File: config.mk
export PLATFORM = sky130hd
export DESIGN_NAME = pcie_c2s_stream_arbiter
export DESIGN_NICKNAME = d
export VERILOG_FILES = /design/src/rtl/pcie_bench_pkg.sv /design/src/rtl/pcie_axis_skid.sv /design/src/rtl/pcie_c2s_stream_arbiter.sv
export SDC_FILE = /design/constraint.sdc
export NUM_CORES = 2
export LEC_CHECK = 0
export ABC_AREA = 1
export BUFFER_PORTS_ARGS = -buffer_cell sky130_fd_sc_hd__buf_2
export CAP_MARGIN = 10
export CORE_AREA = 8 8 618 620
export DETAILED_ROUTE_END_ITERATION = 12
export DIE_AREA = 0 0 626 628
export HOLD_SLACK_MARGIN = 0.02
export PLACE_DENSITY = 0.34
export SETUP_SLACK_MARGIN = 0.5
export SYNTH_ARGS = -nofsm -noshare
export SYNTH_HDL_FRONTEND = slang
export SYNTH_SLANG_ARGS = --single-unit
File: constraint.sdc
create_clock -name pcie_clk -period 47.1 [get_ports pcie_clk]
set_clock_uncertainty 0.15 [all_clocks]
set_input_delay 4.71 -clock pcie_clk [delete_from_list [all_inputs] [get_ports pcie_clk]]
set_output_delay 4.71 -clock pcie_clk [all_outputs]
set_load 0.02 [all_outputs]
File: src/rtl/pcie_bench_pkg.sv
// Shared types and helpers for the PCIe stream arbitration blocks.
package pcie_bench_pkg;

    typedef enum logic {
        ST_IDLE = 1'b0,
        ST_XFER = 1'b1
    } arb_state_e;

    localparam int unsigned ARB_FIXED = 0;
    localparam int unsigned ARB_RR    = 1;

    // Channel index width; a single channel still needs one bit.
    function automatic int unsigned ch_width(input int unsigned n);
        return (n <= 1) ? 1 : $clog2(n);
    endfunction

endpackage

File: src/rtl/pcie_axis_skid.sv
// Two-entry skid buffer: registered outputs, full throughput, and an
// input ready that never depends combinationally on the output ready.
module pcie_axis_skid #(
    parameter int unsigned W = 8
) (
    input  logic         clk,
    input  logic         rst,
    input  logic         in_valid,
    output logic         in_ready,
    input  logic [W-1:0] in_data,
    output logic         out_valid,
    input  logic         out_ready,
    output logic [W-1:0] out_data
);

    logic [W-1:0] skid_data;
    logic         skid_valid;
    logic         in_fire;

    assign in_fire = in_valid & in_ready;

    // The skid slot only fills when the output register is stalled.
    always_ff @(posedge clk or posedge rst) begin
        if (rst) begin
            out_valid  <= 1'b0;
            out_data   <= '0;
            skid_valid <= 1'b0;
            skid_data  <= '0;
            in_ready   <= 1'b1;
        end else if (!out_valid || out_ready) begin
            if (skid_valid) begin
                out_valid  <= 1'b1;
                out_data   <= skid_data;
                skid_valid <= 1'b0;
            end else begin
                out_valid <= in_fire;
                if (in_fire) begin
                    out_data <= in_data;
                end
            end
            in_ready <= 1'b1;
        end else if (in_fire) begin
            skid_valid <= 1'b1;
            skid_data  <= in_data;
            in_ready   <= 1'b0;
        end
    end

endmodule

File: src/rtl/pcie_c2s_stream_arbiter.sv
// Merges N application c2s AXI4-Stream sources onto the single controller
// stream with packet-granular arbitration and per-channel packet counters.
module pcie_c2s_stream_arbiter
    import pcie_bench_pkg::*;
#(
    parameter int unsigned N_CHAN  = 4,
    parameter int unsigned DATA_W  = 256,
    parameter int unsigned KEEP_W  = DATA_W / 8,
    parameter int unsigned CH_W    = ch_width(N_CHAN),
    parameter int unsigned RR_MODE = ARB_RR,
    parameter int unsigned CNT_W   = 32
) (
    input  logic                       pcie_clk,
    input  logic                       pcie_reset,
    input  logic [N_CHAN-1:0]          in_tvalid,
    output logic [N_CHAN-1:0]          in_tready,
    input  logic [N_CHAN*DATA_W-1:0]   in_tdata,
    input  logic [N_CHAN*KEEP_W-1:0]   in_tkeep,
    input  logic [N_CHAN-1:0]          in_tlast,
    input  logic [N_CHAN-1:0]          chan_en,
    input  logic                       cnt_clear,
    output logic                       c2s_tvalid,
    input  logic                       c2s_tready,
    output logic [DATA_W-1:0]          c2s_tdata,
    output logic [KEEP_W-1:0]          c2s_tkeep,
    output logic                       c2s_tlast,
    output logic [CH_W-1:0]            c2s_tid,
    output logic [N_CHAN*CNT_W-1:0]    pkt_cnt,
    output logic                       busy
);

    localparam int unsigned PAY_W = DATA_W + KEEP_W + 1 + CH_W;

    arb_state_e        state;
    logic [CH_W-1:0]   grant;
    logic [CH_W-1:0]   last_grant;
    logic [CH_W-1:0]   pick;
    logic [CH_W-1:0]   cidx;
    logic [N_CHAN-1:0] xfer_mask;
    logic [N_CHAN-1:0] eligible;
    logic [N_CHAN-1:0] accept;
    logic              found;
    logic              last_fire;
    logic              skid_ready;
    logic              skid_valid_in;
    logic [PAY_W-1:0]  pay_in;
    logic [PAY_W-1:0]  pay_out;
    logic [CNT_W-1:0]  cnt_q [N_CHAN];
    int unsigned       idx;

    // Grant search: upward from last_grant+1 in RR mode, from 0 otherwise.
    always_comb begin
        eligible = in_tvalid & chan_en;
        pick     = '0;
        found    = 1'b0;
        idx      = 0;
        cidx     = '0;
        for (int k = 0; k < int'(N_CHAN); k++) begin
            if (RR_MODE == ARB_RR) begin
                idx = (32'(last_grant) + 32'(k) + 32'd1) % N_CHAN;
            end else begin
                idx = 32'(k);
            end
            cidx = CH_W'(idx);
            if (!found && eligible[cidx]) begin
                found = 1'b1;
                pick  = cidx;
            end
        end
    end

    assign in_tready     = xfer_mask & {N_CHAN{skid_ready}};
    assign accept        = in_tvalid & in_tready;
    assign last_fire     = |(accept & in_tlast);
    assign skid_valid_in = |(in_tvalid & xfer_mask);
    assign pay_in        = {grant,
                            in_tlast[grant],
                            in_tkeep[32'(grant)*KEEP_W +: KEEP_W],
                            in_tdata[32'(grant)*DATA_W +: DATA_W]};
    assign busy          = (state == ST_XFER);

    // Packet-level FSM; the grant is held until the tlast beat is accepted.
    always_ff @(posedge pcie_clk or posedge pcie_reset) begin
        if (pcie_reset) begin
            state      <= ST_IDLE;
            grant      <= '0;
            last_grant <= CH_W'(N_CHAN - 1);
            xfer_mask  <= '0;
        end else begin
            case (state)
                ST_IDLE: begin
                    if (found) begin
                        state     <= ST_XFER;
                        grant     <= pick;
                        xfer_mask <= N_CHAN'(1) << pick;
                    end
                end
                ST_XFER: begin
                    if (last_fire) begin
                        state      <= ST_IDLE;
                        last_grant <= grant;
                        xfer_mask  <= '0;
                    end
                end
                default: state <= ST_IDLE;
            endcase
        end
    end

    // Counters tick on input-side tlast acceptance; clear beats increment.
    always_ff @(posedge pcie_clk or posedge pcie_reset) begin
        if (pcie_reset) begin
            for (int i = 0; i < int'(N_CHAN); i++) begin
                cnt_q[i] <= '0;
            end
        end else begin
            for (int i = 0; i < int'(N_CHAN); i++) begin
                if (cnt_clear) begin
                    cnt_q[i] <= '0;
                end else if (accept[i] && in_tlast[i]) begin
                    cnt_q[i] <= cnt_q[i] + CNT_W'(1);
                end
            end
        end
    end

    for (genvar g = 0; g < int'(N_CHAN); g++) begin : g_cnt
        assign pkt_cnt[g*CNT_W +: CNT_W] = cnt_q[g];
    end

    pcie_axis_skid #(
        .W (PAY_W)
    ) u_skid (
        .clk       (pcie_clk),
        .rst       (pcie_reset),
        .in_valid  (skid_valid_in),
        .in_ready  (skid_ready),
        .in_data   (pay_in),
        .out_valid (c2s_tvalid),
        .out_ready (c2s_tready),
        .out_data  (pay_out)
    );

    assign {c2s_tid, c2s_tlast, c2s_tkeep, c2s_tdata} = pay_out;

endmodule

==> impl_metrics.csv <==
group,metric,value,unit
run_status,outcome,"finished clean",
sta,finalSetupViolCount,0,
floorplanning,io_pins,1593,
pwr,leakage,26.3,nW
clocking,postCtsHoldBufs,0,
synthesis,yosys_register_bits,722,
worst_setup_path,cp-start-kind,"input port",
synthesis,synth_area,40400,um^2
routing,wl_per_cell,28.7,um
floorplanning,row_count,224,
synthesis,synthTopCellsByArea,"dfrtp_1, o21ai_0, mux2_2, mux2i_1, nor2_1",
placed_design,io_buffers,1592,
worst_setup_path,path_buf_inv,7,
clocking,cts.clk_slew.worst_paths,50,ps
clocking,cts_buffer_depth,4,
sta,period_minus_slack,8460,ps
floorplanning,die_h,628,um
sta,fmax,118,MHz
clocking,htreeDepth,3,
routing,vias,44500,
hold_path,min_path_type,"flip-flop to flip-flop",
placed_design,dp.cells,11100,
sta,worst_slew_pin_slew,1440,ps
global_routing,grt.total_usage,0.158,
synthesis,synth_top_area_share,0.446,
sta,slew_viol_final,0,
worst_setup_path,cp_top_family,"buffers and inverters",
worst_setup_path,crit_type,"input port to asynchronous set/reset pin",
placed_design,dp_hpwl,275000,um
floorplanning,die_x,626,um
layout,layout_common_cells,"buf_2, nor2_1, o21ai_0, dfrtp_1, nand2_1",
layout,nNetsFinal,7430,
worst_setup_path,crit_top_cell,"buf_4",
floorplanning,die_area,393000,um^2
global_routing,grt_first_pass_wirelength,428000,um
floorplanning,start_util,0.109,
routing,drt_first_pass_iters,5,
sta,slew_headroom,0.0306,
layout,multiInputGateArea,20100,um^2
layout,final_common_cell,"buf_2",
routing,first_iter_violations,3567,
synthesis,synthCells,4843,
layout,n_fill_cell,42600,
pwr,power.density,29.3,nW/um^2
sta,final_hold_viol_count,0,
clocking,clk-insertion-delay-late,820,ps
worst_setup_path,cp_slowest_cell,"buf_4",
placed_design,place_congestion,0.935,
clocking,cts_sinks,722,
clocking,cts_tree,"done",
routing,drt-total-wl,328000,um
layout,drive_above_1_share,0.337,
global_routing,antenna_found_initial,240,
worst_setup_path,cp.required,47720,ps
worst_setup_path,worstPathArrival,9070,ps
worst_setup_path,path_cells,"buf_2 > inv_8 > buf_12 > buf_4 > buf_4 > buf_4 > buf_4",
sta,setup-tns-final,0,ps
clocking,ctsResizeCount,0,
layout,final-seq-area,18100,um^2
synthesis,ys_types,36,
worst_setup_path,cpPeakStageDelay,860,ps
sta,rsz0062_at_grt,"false",
worst_setup_path,worstPathMaxFanout,137,
synthesis,ys_warn_count,0,
layout,area_growth,42.4,%
global_routing,grt_max_degree,204,
synthesis,yosys.area.top_type,"dfrtp_1",
layout,instances_no_fill,11500,
synthesis,yosysSeqAreaShare,0.448,
pwr,ir_worst_vdd,27.2,uV
clocking,cts_setup_buffers,0,
flow_run,max_cap_viol_count,0,
worst_setup_path,end_kind,"asynchronous set/reset pin",
synthesis,avgSynthCellArea,8.33,um^2
global_routing,grt_pass1_vias,44200,
routing,viasPerCell,3.88,
sta,finalCritPeriodShare,0.180,
clocking,root_buffer,"clkbuf_16",
routing,drc_errors,0,
floorplanning,core_area,371000,um^2
global_routing,grt_overflow,0,
routing,antenna_left,0,
synthesis,syn_nets,6015,
clocking,cts_buffers,107,
-- state kept, by name (all words and copies together), names as in the netlist --
name / flops
last_grant: 2
xfer_mask: 4
pkt_cnt: 128
u_skid.out_data: 291
busy: 1
u_skid.in_ready: 1
u_skid.skid_data: 291
u_skid.skid_valid: 1
grant: 2
u_skid.out_valid: 1
-- layer usage --
metal  track usage  part of all wire
met1         0.195              0.42
met2         0.273              0.48
met3        0.0454             0.072
met4        0.0318             0.023
met5             0            0.0013
-- logic make-up (layout without fill, tap and decap cells) --
group / after synthesis / count (layout) / share of synthesized area
muxes: 578 / 578 / 0.152
DFF: 722 / 722 / 0.448
AOI/OAI and AO/OA: 1323 / 1323 / 0.174
and+or+nand+nor: 1688 / 1688 / 0.169
buffers and inverters: 528 / 2019 / 0.0558
other: 0 / 147 / 0
adders and majority gates: 4 / 4 / 0.00124
-- synth_stat cells (all sizes together) --
cell	instances
a211oi	3
a21boi	1
a21oi	56
a31oi	7
and2	1
and3	4
buf	170
clkbuf	177
dfrtp	719
dfstp	3
ha	4
inv	181
mux2	289
mux2i	289
nand2	652
nand3	130
nand4	60
nor2	770
nor3	59
nor3b	9
nor4	3
o21a	4
o21ai	961
o21bai	1
o22ai	289
o31ai	1
-- power breakdown --
part	switching, mW	internal, mW
clock network	0.328	0.506
registers	0.0121	0.639
logic	0.129	0.0675
-- tightest hold or removal path, cell delays in order (launching register included) --
cell and delay, ps:
dfrtp_1 330, nand2_1 50, o21ai_0 60
-- cell type report --
type / instances / share of cell area
Antenna cell: 147 / 0.00640
Sequential cell: 722 / 0.315
Multi-Input combinational cell: 3593 / 0.349
Clock inverter: 38 / 0.00899
Clock buffer: 147 / 0.0527
Tap cell: 4972 / 0.108
Inverter: 181 / 0.0124
Timing Repair Buffer: 1653 / 0.148
-- final timing paths --
check	from	end	slack (ps)	cells past startpoint
worst max-delay path	pcie_reset	pkt_cnt[125]	38640	7
worst min-delay path	u_skid.out_data[203]	u_skid.out_data[203]	330	2
worst max register to register	u_skid.skid_valid	u_skid.out_data[181]	42420	6
worst min register to register	u_skid.out_data[203]	u_skid.out_data[203]	330	2
max in group pcie_clk	in_tvalid[1]	u_skid.out_data[87]	39270	10
min in group asynchronous	pcie_reset	u_skid.out_data[165]	3800	2
-- per-stage QoR --
stage	hold WS, ps	total power [mW]	util	setup WS (ps)	area (um^2)
global route	346	1.76	0.154	38050	57200
global placement	316	0.864	0.144	37630	53600
detailed placement	321	0.865	0.144	37610	53600
CTS	334	1.73	0.154	38510	57100
floorplan	298	0.731	-	21990	40400
finish	328	1.68	0.155	38640	57500
Power figures use the tool's default switching activity.
